## config.mk

```make
export PLATFORM = sky130hd
export DESIGN_NAME = puf_challenger
export DESIGN_NICKNAME = d
export VERILOG_FILES = /design/src/rtl/puf_challenger.sv
export SDC_FILE = /design/constraint.sdc
export NUM_CORES = 1
export LEC_CHECK = 0
export BUFFER_PORTS_ARGS = -buffer_cell sky130_fd_sc_hd__clkbuf_2
export CAP_MARGIN = 20
export CORE_UTILIZATION = 50
export CTS_BUF_LIST = sky130_fd_sc_hd__clkbuf_4
export CTS_CLUSTER_SIZE = 24
export DETAILED_ROUTE_END_ITERATION = 12
export PLACE_DENSITY = 0.7
export SETUP_SLACK_MARGIN = 0.05
export SKIP_LAST_GASP = 1
export SYNTH_ARGS = -nofsm -noshare
export SYNTH_HDL_FRONTEND = slang
export SYNTH_SLANG_ARGS = --single-unit
export TNS_END_PERCENT = 10
```

## constraint.sdc

```tcl
create_clock -name count_clk -period 2.65 [get_ports count_clk]
set_input_delay 0.265 -clock count_clk [delete_from_list [all_inputs] [get_ports count_clk]]
set_output_delay 0.265 -clock count_clk [all_outputs]
set_load 0.005 [all_outputs]
```

## src/rtl/puf_challenger.sv

```systemverilog
// puf_challenger: issues NUM_CHAL challenges to a parity-triggered PUF. Each challenge is
// evaluated REPEATS times. A per-bit majority vote is then offered on a valid/ready output.
// Optional feature: define PUF_CHAL_LFSR_EN to draw challenges from an 8-bit Fibonacci LFSR
// (x^8+x^6+x^5+x^4+1) instead of an incrementing counter.
module puf_challenger #(
    parameter int unsigned NUM_CHAL   = 16,
    parameter int unsigned REPEATS    = 5,
    parameter logic [7:0]  START_CHAL = 8'h01,
    parameter logic [31:0] TIMEOUT    = 32'h0A00_0000
) (
    input  logic       count_clk,
    input  logic       reset,
    input  logic       start,
    input  logic       puf_done,
    input  logic [7:0] puf_response,
    output logic [7:0] challenge,
    output logic       puf_reset,
    output logic [7:0] out_data,
    output logic       out_valid,
    input  logic       out_ready,
    output logic       busy,
    output logic       timeout_err
);

`ifdef PUF_CHAL_LFSR_EN
    // An all-zero LFSR would lock up, so a zero seed is replaced by 1.
    localparam logic [7:0] SEED = (START_CHAL == 8'h00) ? 8'h01 : START_CHAL;
`else
    localparam logic [7:0] SEED = START_CHAL;
`endif

    localparam logic [8:0] LAST_IDX = 9'(NUM_CHAL - 1);
    localparam logic [3:0] REP_LAST = 4'(REPEATS - 1);
    localparam logic [3:0] HALF     = 4'(REPEATS / 2);

    typedef enum logic [2:0] {
        StIdle,
        StIssue,
        StWaitBusy,
        StWaitDone,
        StAccum,
        StOutput
    } state_t;

    state_t          state_q, state_d;
    logic [7:0]      chal_q, chal_d;
    logic            prst_q, prst_d;
    logic [7:0]      data_q, data_d;
    logic            valid_q, valid_d;
    logic            err_q, err_d;
    logic [7:0][3:0] vote_q, vote_d;
    logic [3:0]      rep_q, rep_d;
    logic [8:0]      idx_q, idx_d;
    logic [31:0]     tmo_q, tmo_d;
    logic [7:0]      new_chal;

    // Successor of the current challenge.
    function automatic logic [7:0] next_chal(input logic [7:0] c);
`ifdef PUF_CHAL_LFSR_EN
        return {c[6:0], c[7] ^ c[5] ^ c[4] ^ c[3]};
`else
        return c + 8'd1;
`endif
    endfunction

    // State and datapath registers; reset clears everything immediately.
    always_ff @(posedge count_clk or posedge reset) begin
        if (reset) begin
            state_q <= StIdle;
            chal_q  <= SEED;
            prst_q  <= 1'b0;
            data_q  <= 8'h00;
            valid_q <= 1'b0;
            err_q   <= 1'b0;
            vote_q  <= '0;
            rep_q   <= 4'd0;
            idx_q   <= 9'd0;
            tmo_q   <= 32'd0;
        end else begin
            state_q <= state_d;
            chal_q  <= chal_d;
            prst_q  <= prst_d;
            data_q  <= data_d;
            valid_q <= valid_d;
            err_q   <= err_d;
            vote_q  <= vote_d;
            rep_q   <= rep_d;
            idx_q   <= idx_d;
            tmo_q   <= tmo_d;
        end
    end

    // Next-state logic. The challenge/puf_reset pair is updated on the transition into
    // ISSUE so that ISSUE itself presents a flipped parity and kicks the PUF off.
    always_comb begin
        state_d  = state_q;
        chal_d   = chal_q;
        prst_d   = prst_q;
        data_d   = data_q;
        valid_d  = valid_q;
        err_d    = err_q;
        vote_d   = vote_q;
        rep_d    = rep_q;
        idx_d    = idx_q;
        tmo_d    = tmo_q;
        new_chal = next_chal(chal_q);

        unique case (state_q)
            StIdle: begin
                if (start) begin
                    state_d = StIssue;
                    err_d   = 1'b0;
                    idx_d   = 9'd0;
                    rep_d   = 4'd0;
                    vote_d  = '0;
                    chal_d  = SEED;
                    // Toggle puf_reset only if the challenge alone would not flip parity.
                    prst_d  = prst_q ^ ((^SEED) == (^chal_q));
                end
            end
            StIssue: begin
                tmo_d   = 32'd0;
                state_d = StWaitBusy;
            end
            StWaitBusy: begin
                tmo_d = tmo_q + 32'd1;
                if (!puf_done) begin
                    state_d = StWaitDone;
                end else if (tmo_d >= TIMEOUT) begin
                    state_d = StIdle;
                    err_d   = 1'b1;
                end
            end
            StWaitDone: begin
                tmo_d = tmo_q + 32'd1;
                // Completion takes priority over a timeout reached in the same cycle.
                if (puf_done) begin
                    state_d = StAccum;
                end else if (tmo_d >= TIMEOUT) begin
                    state_d = StIdle;
                    err_d   = 1'b1;
                end
            end
            StAccum: begin
                for (int i = 0; i < 8; i++) begin
                    vote_d[i] = vote_q[i] + {3'b000, puf_response[i]};
                end
                if (rep_q == REP_LAST) begin
                    state_d = StOutput;
                    valid_d = 1'b1;
                    for (int i = 0; i < 8; i++) begin
                        data_d[i] = (vote_d[i] > HALF);
                    end
                end else begin
                    // Repeat evaluation: same challenge, parity flipped via puf_reset.
                    rep_d   = rep_q + 4'd1;
                    prst_d  = ~prst_q;
                    state_d = StIssue;
                end
            end
            StOutput: begin
                if (out_ready) begin
                    valid_d = 1'b0;
                    vote_d  = '0;
                    rep_d   = 4'd0;
                    idx_d   = idx_q + 9'd1;
                    if (idx_q == LAST_IDX) begin
                        state_d = StIdle;
                    end else begin
                        state_d = StIssue;
                        chal_d  = new_chal;
                        prst_d  = prst_q ^ ((^new_chal) == (^chal_q));
                    end
                end
            end
            default: state_d = StIdle;
        endcase
    end

    assign challenge   = chal_q;
    assign puf_reset   = prst_q;
    assign out_data    = data_q;
    assign out_valid   = valid_q;
    assign timeout_err = err_q;
    assign busy        = (state_q != StIdle);

endmodule

```

==> impl_metrics.toml <==
[synth]
ys.flop_type = "dfrtp_1"
ys_warn_count = 0
syn_inst = 610
synth_nets = 646
synth-seq-cells = 99
ys_seq_area_share_pct = 44.85
synthArstFlopShare_pct = 100.0
synth_area_um2 = 5527
yosysUniqueCellTypes = 60
synth_area_per_cell_um2 = 9.060
synth_edf_count = 0

[setup_path]
crit_fanout = 4
regToRegStartpoint = "challenge[5]$_DFFE_PP0P_"
reg2reg_slack_ns = 0.12
critPathKind = "reg2reg"
rr_worst_depth = 7
cp-end-kind = "flop"
arrival_ns = 2.88
start_kind = "flop"
reg2reg_to = "puf_reset$_DFFE_PP0P_"
required_ns = 3.00

[global_routing]
antenna_found_initial = 0
track_usage_pct = 22.04
grt_overflow = 0
grt_pass1_wl_um = 20200
grt_pass1_vias = 4353
grt_max_degree = 60

[drt]
routed_via_density = 5.856
wl_per_cell_um = 14.76
ant_nets = 0
dr.pass1.iters = 5
dr.first_iter.drc_count = 231
vias = 4644
drcViolationCount = 0
drt_wl_total_um = 11700

[timing]
setup_viol = 0
skew_ns = 0.01088
hold_ws_ns = 0.1329
finalCritPeriodShare_pct = 95.49
max_freq_ghz = 0.3952
finalSetupTns_ns = 0
setup_ws_ns = 0.1195
worst_pin_slew_ns = 0.8060
hold_violations = 0
rsz0062_at_grt = "false"
slew_violations = 0
fin_crit_ns = 2.530
relSlewSlack_pct = 46.15

[die]
ios = 33
num_rows = 38
dieArea_um2 = 11480
start_util_pct = 51.21
die_x_um = 107.1
core-area_um2 = 10790
die_y_um = 107.1

[power]
combPwrFrac_pct = 35.5
seqPwrFrac_pct = 48.0
p_clk_share_pct = 16.5
powerDensity_nw_per_um2 = 681.6
p_int_mw = 2.572
switching_share_pct = 37.96
ir_drop_mv = 0.4413
p_leak_nw = 2.818
total_power_mw = 4.145
power_switching_mw = 1.573

[min_path]
hold_depth = 2
min_to = "state_q[2]$_DFFE_PP0P_"
worstHoldStart = "puf_done"
hp-class = "in2reg"

[flow_run]
max-cap-violations = 0

[clock_tree]
cts_made_buffers = 9
root_buffer = "clkbuf_4"
clockBufferDepth = 2
cts-htree-levels = 3
cts_tree = "done"
clock_sinks = 99
clk_latency_ns = 0.46
clk_pin_slew_ns = 0.14

[run_status]
outcome = "finished clean"

[placed_design]
place_area_um2 = 5903
numPortBuffers = 32
finalWeightedCongestion = 0.8184
dp_worst_setup_slack_ns = 0.08410
post-dp-hpwl_um = 7976

[final_layout]
layout-area-overhead-vs-synth_pct = 10.05
nFillCells = 1001
drive_gt1_share_pct = 12.86
final_cell_area_um2 = 6082
fin_nets = 685
insertedDiodeCount = 0
-- per-layer routing --
| metal | vias up | track usage (%) | share of wire [%] |
|---|---|---|---|
| met2 | 71 | 36.64 | 49 |
| met1 | 2267 | 28.35 | 46 |
| met3 | 11 | 5.957 | 3.8 |
| li1 | 2295 | - | - |
| met4 | 0 | 5.773 | 0.95 |
| met5 | - | 0 | 0 |
-- critical path, stage by stage (launching register included) --
cell and delay [ns]:
dfrtp_2 0.46, ha_4 0.26, xnor3_1 0.41, xnor2_2 0.16, a221o_1 0.37, mux2i_1 0.18
o41ai_1 0.10, or4_1 0.47
-- cell usage in the layout, fill, tap and decap left out, types with 3 or more instances in the layout --
master,n
xnor2_1,8
xnor2_2,3
clkbuf_2,32
a21o_1,3
nand4_1,13
nor3_1,10
xor2_1,15
o41ai_1,3
a21oi_1,21
nor2b_1,4
and3_1,8
nand2b_1,5
buf_4,19
inv_1,8
o31ai_1,10
ha_1,22
o21ai_1,3
dfrtp_1,96
nand3b_1,3
o21ai_0,52
or4_1,4
clkbuf_4,11
or3_1,3
nand2_1,95
a22o_1,6
clkinv_2,3
mux2i_1,15
nor2_1,48
o21a_1,3
nand3_1,62
a31oi_1,11
o22a_1,3
and4_1,6
-- what timing repair did --
item,4_1_cts,5_1_grt
hold buffers,1,0
endpoints found under the setup margin,0,1
gates resized for setup,0,6
buffers inserted,0,4
hold endpoints to repair,12,0
-- layout make-up --
class | count | area [um2] | area share [%]
clock buffers | 11 | 82.58 | 1.358
clock inverters | 4 | 18.77 | 0.3086
inverters | 9 | 37.54 | 0.6172
multi-input cells | 477 | 2954 | 48.57
flip-flops and latches | 99 | 2481 | 40.79
well taps | 140 | 175.2 | 2.880
repair buffers | 53 | 332.8 | 5.472
-- through the flow --
| stage | std cells | utilization, % |
|---|---|---|
| 4_1_cts | 789 | 55.73 |
| 3_5_place_dp | 773 | 54.70 |
| 6_report | 793 | 56.35 |
| 3_3_place_gp | 773 | 54.70 |
| 2_1_floorplan | 610 | - |
| 5_1_grt | 793 | 56.35 |
-- cells in the mapped netlist, drive strengths merged (4+ instances only) --
| cell type | number | area (um2) |
|---|---|---|
| a21oi | 21 | 105.1 |
| a22o | 6 | 52.55 |
| a31oi | 11 | 68.82 |
| and3 | 8 | 50.05 |
| and4 | 6 | 52.55 |
| buf | 4 | 22.52 |
| clkbuf | 21 | 78.83 |
| dfrtp | 98 | 2452 |
| ha | 23 | 287.8 |
| inv | 9 | 33.78 |
| mux2i | 15 | 150.1 |
| nand2 | 95 | 356.6 |
| nand2b | 5 | 31.28 |
| nand3 | 62 | 310.3 |
| nand4 | 13 | 81.33 |
| nor2 | 49 | 186.4 |
| nor2b | 4 | 25.02 |
| nor3 | 10 | 50.05 |
| nor4 | 4 | 46.29 |
| o21ai | 55 | 275.3 |
| o31ai | 10 | 75.07 |
| or4 | 4 | 30.03 |
| xnor2 | 11 | 96.34 |
| xor2 | 15 | 131.4 |
-- how the worst max path moves through the flow --
stage                                   from                     to  slack, ns
finish              challenge[5]$_DFFE_PP0P_  puf_reset$_DFFE_PP0P_       0.12
global route        challenge[5]$_DFFE_PP0P_  puf_reset$_DFFE_PP0P_       0.07
CTS                 challenge[2]$_DFFE_PP0P_  puf_reset$_DFFE_PP0P_       0.07
detailed placement  challenge[2]$_DFFE_PP0P_  puf_reset$_DFFE_PP0P_       0.08
global placement    challenge[2]$_DFFE_PP0P_  puf_reset$_DFFE_PP0P_       0.19
floorplan           challenge[3]$_DFFE_PP0P_  puf_reset$_DFFE_PP0P_       0.16
-- state kept, by name, summed over array words and instances (netlist names) --
| name | cells |
|---|---|
| out_data | 8 |
| state_q | 3 |
| timeout_err | 1 |
| tmo_q | 32 |
| rep_q | 4 |
| puf_reset | 1 |
| out_valid | 1 |
| challenge | 8 |
| vote_q | 32 |
| idx_q | 9 |
-- cell families after synthesis --
kind of cell	share of synthesized area (%)
AO/OA/AOI/OAI	14.87
XOR/XNOR	4.935
adder cells (fa/ha/maj)	5.207
buffers and inverters	2.445
flip-flops	44.85
multiplexers	3.124
AND/OR/NAND/NOR	24.56
-- power groups by stage --
stage / logic (mW) / clock network (mW) / registers [mW]
2_1_floorplan: 1.02 / 0 / 1.95
3_3_place_gp: 1.37 / 0 / 2.00
3_5_place_dp: 1.42 / 0 / 2.02
4_1_cts: 1.43 / 0.726 / 1.99
5_1_grt: 1.66 / 0.772 / 2.03
6_report: 1.47 / 0.682 / 1.99
No activity file was read; power rests on OpenSTA's default activity.
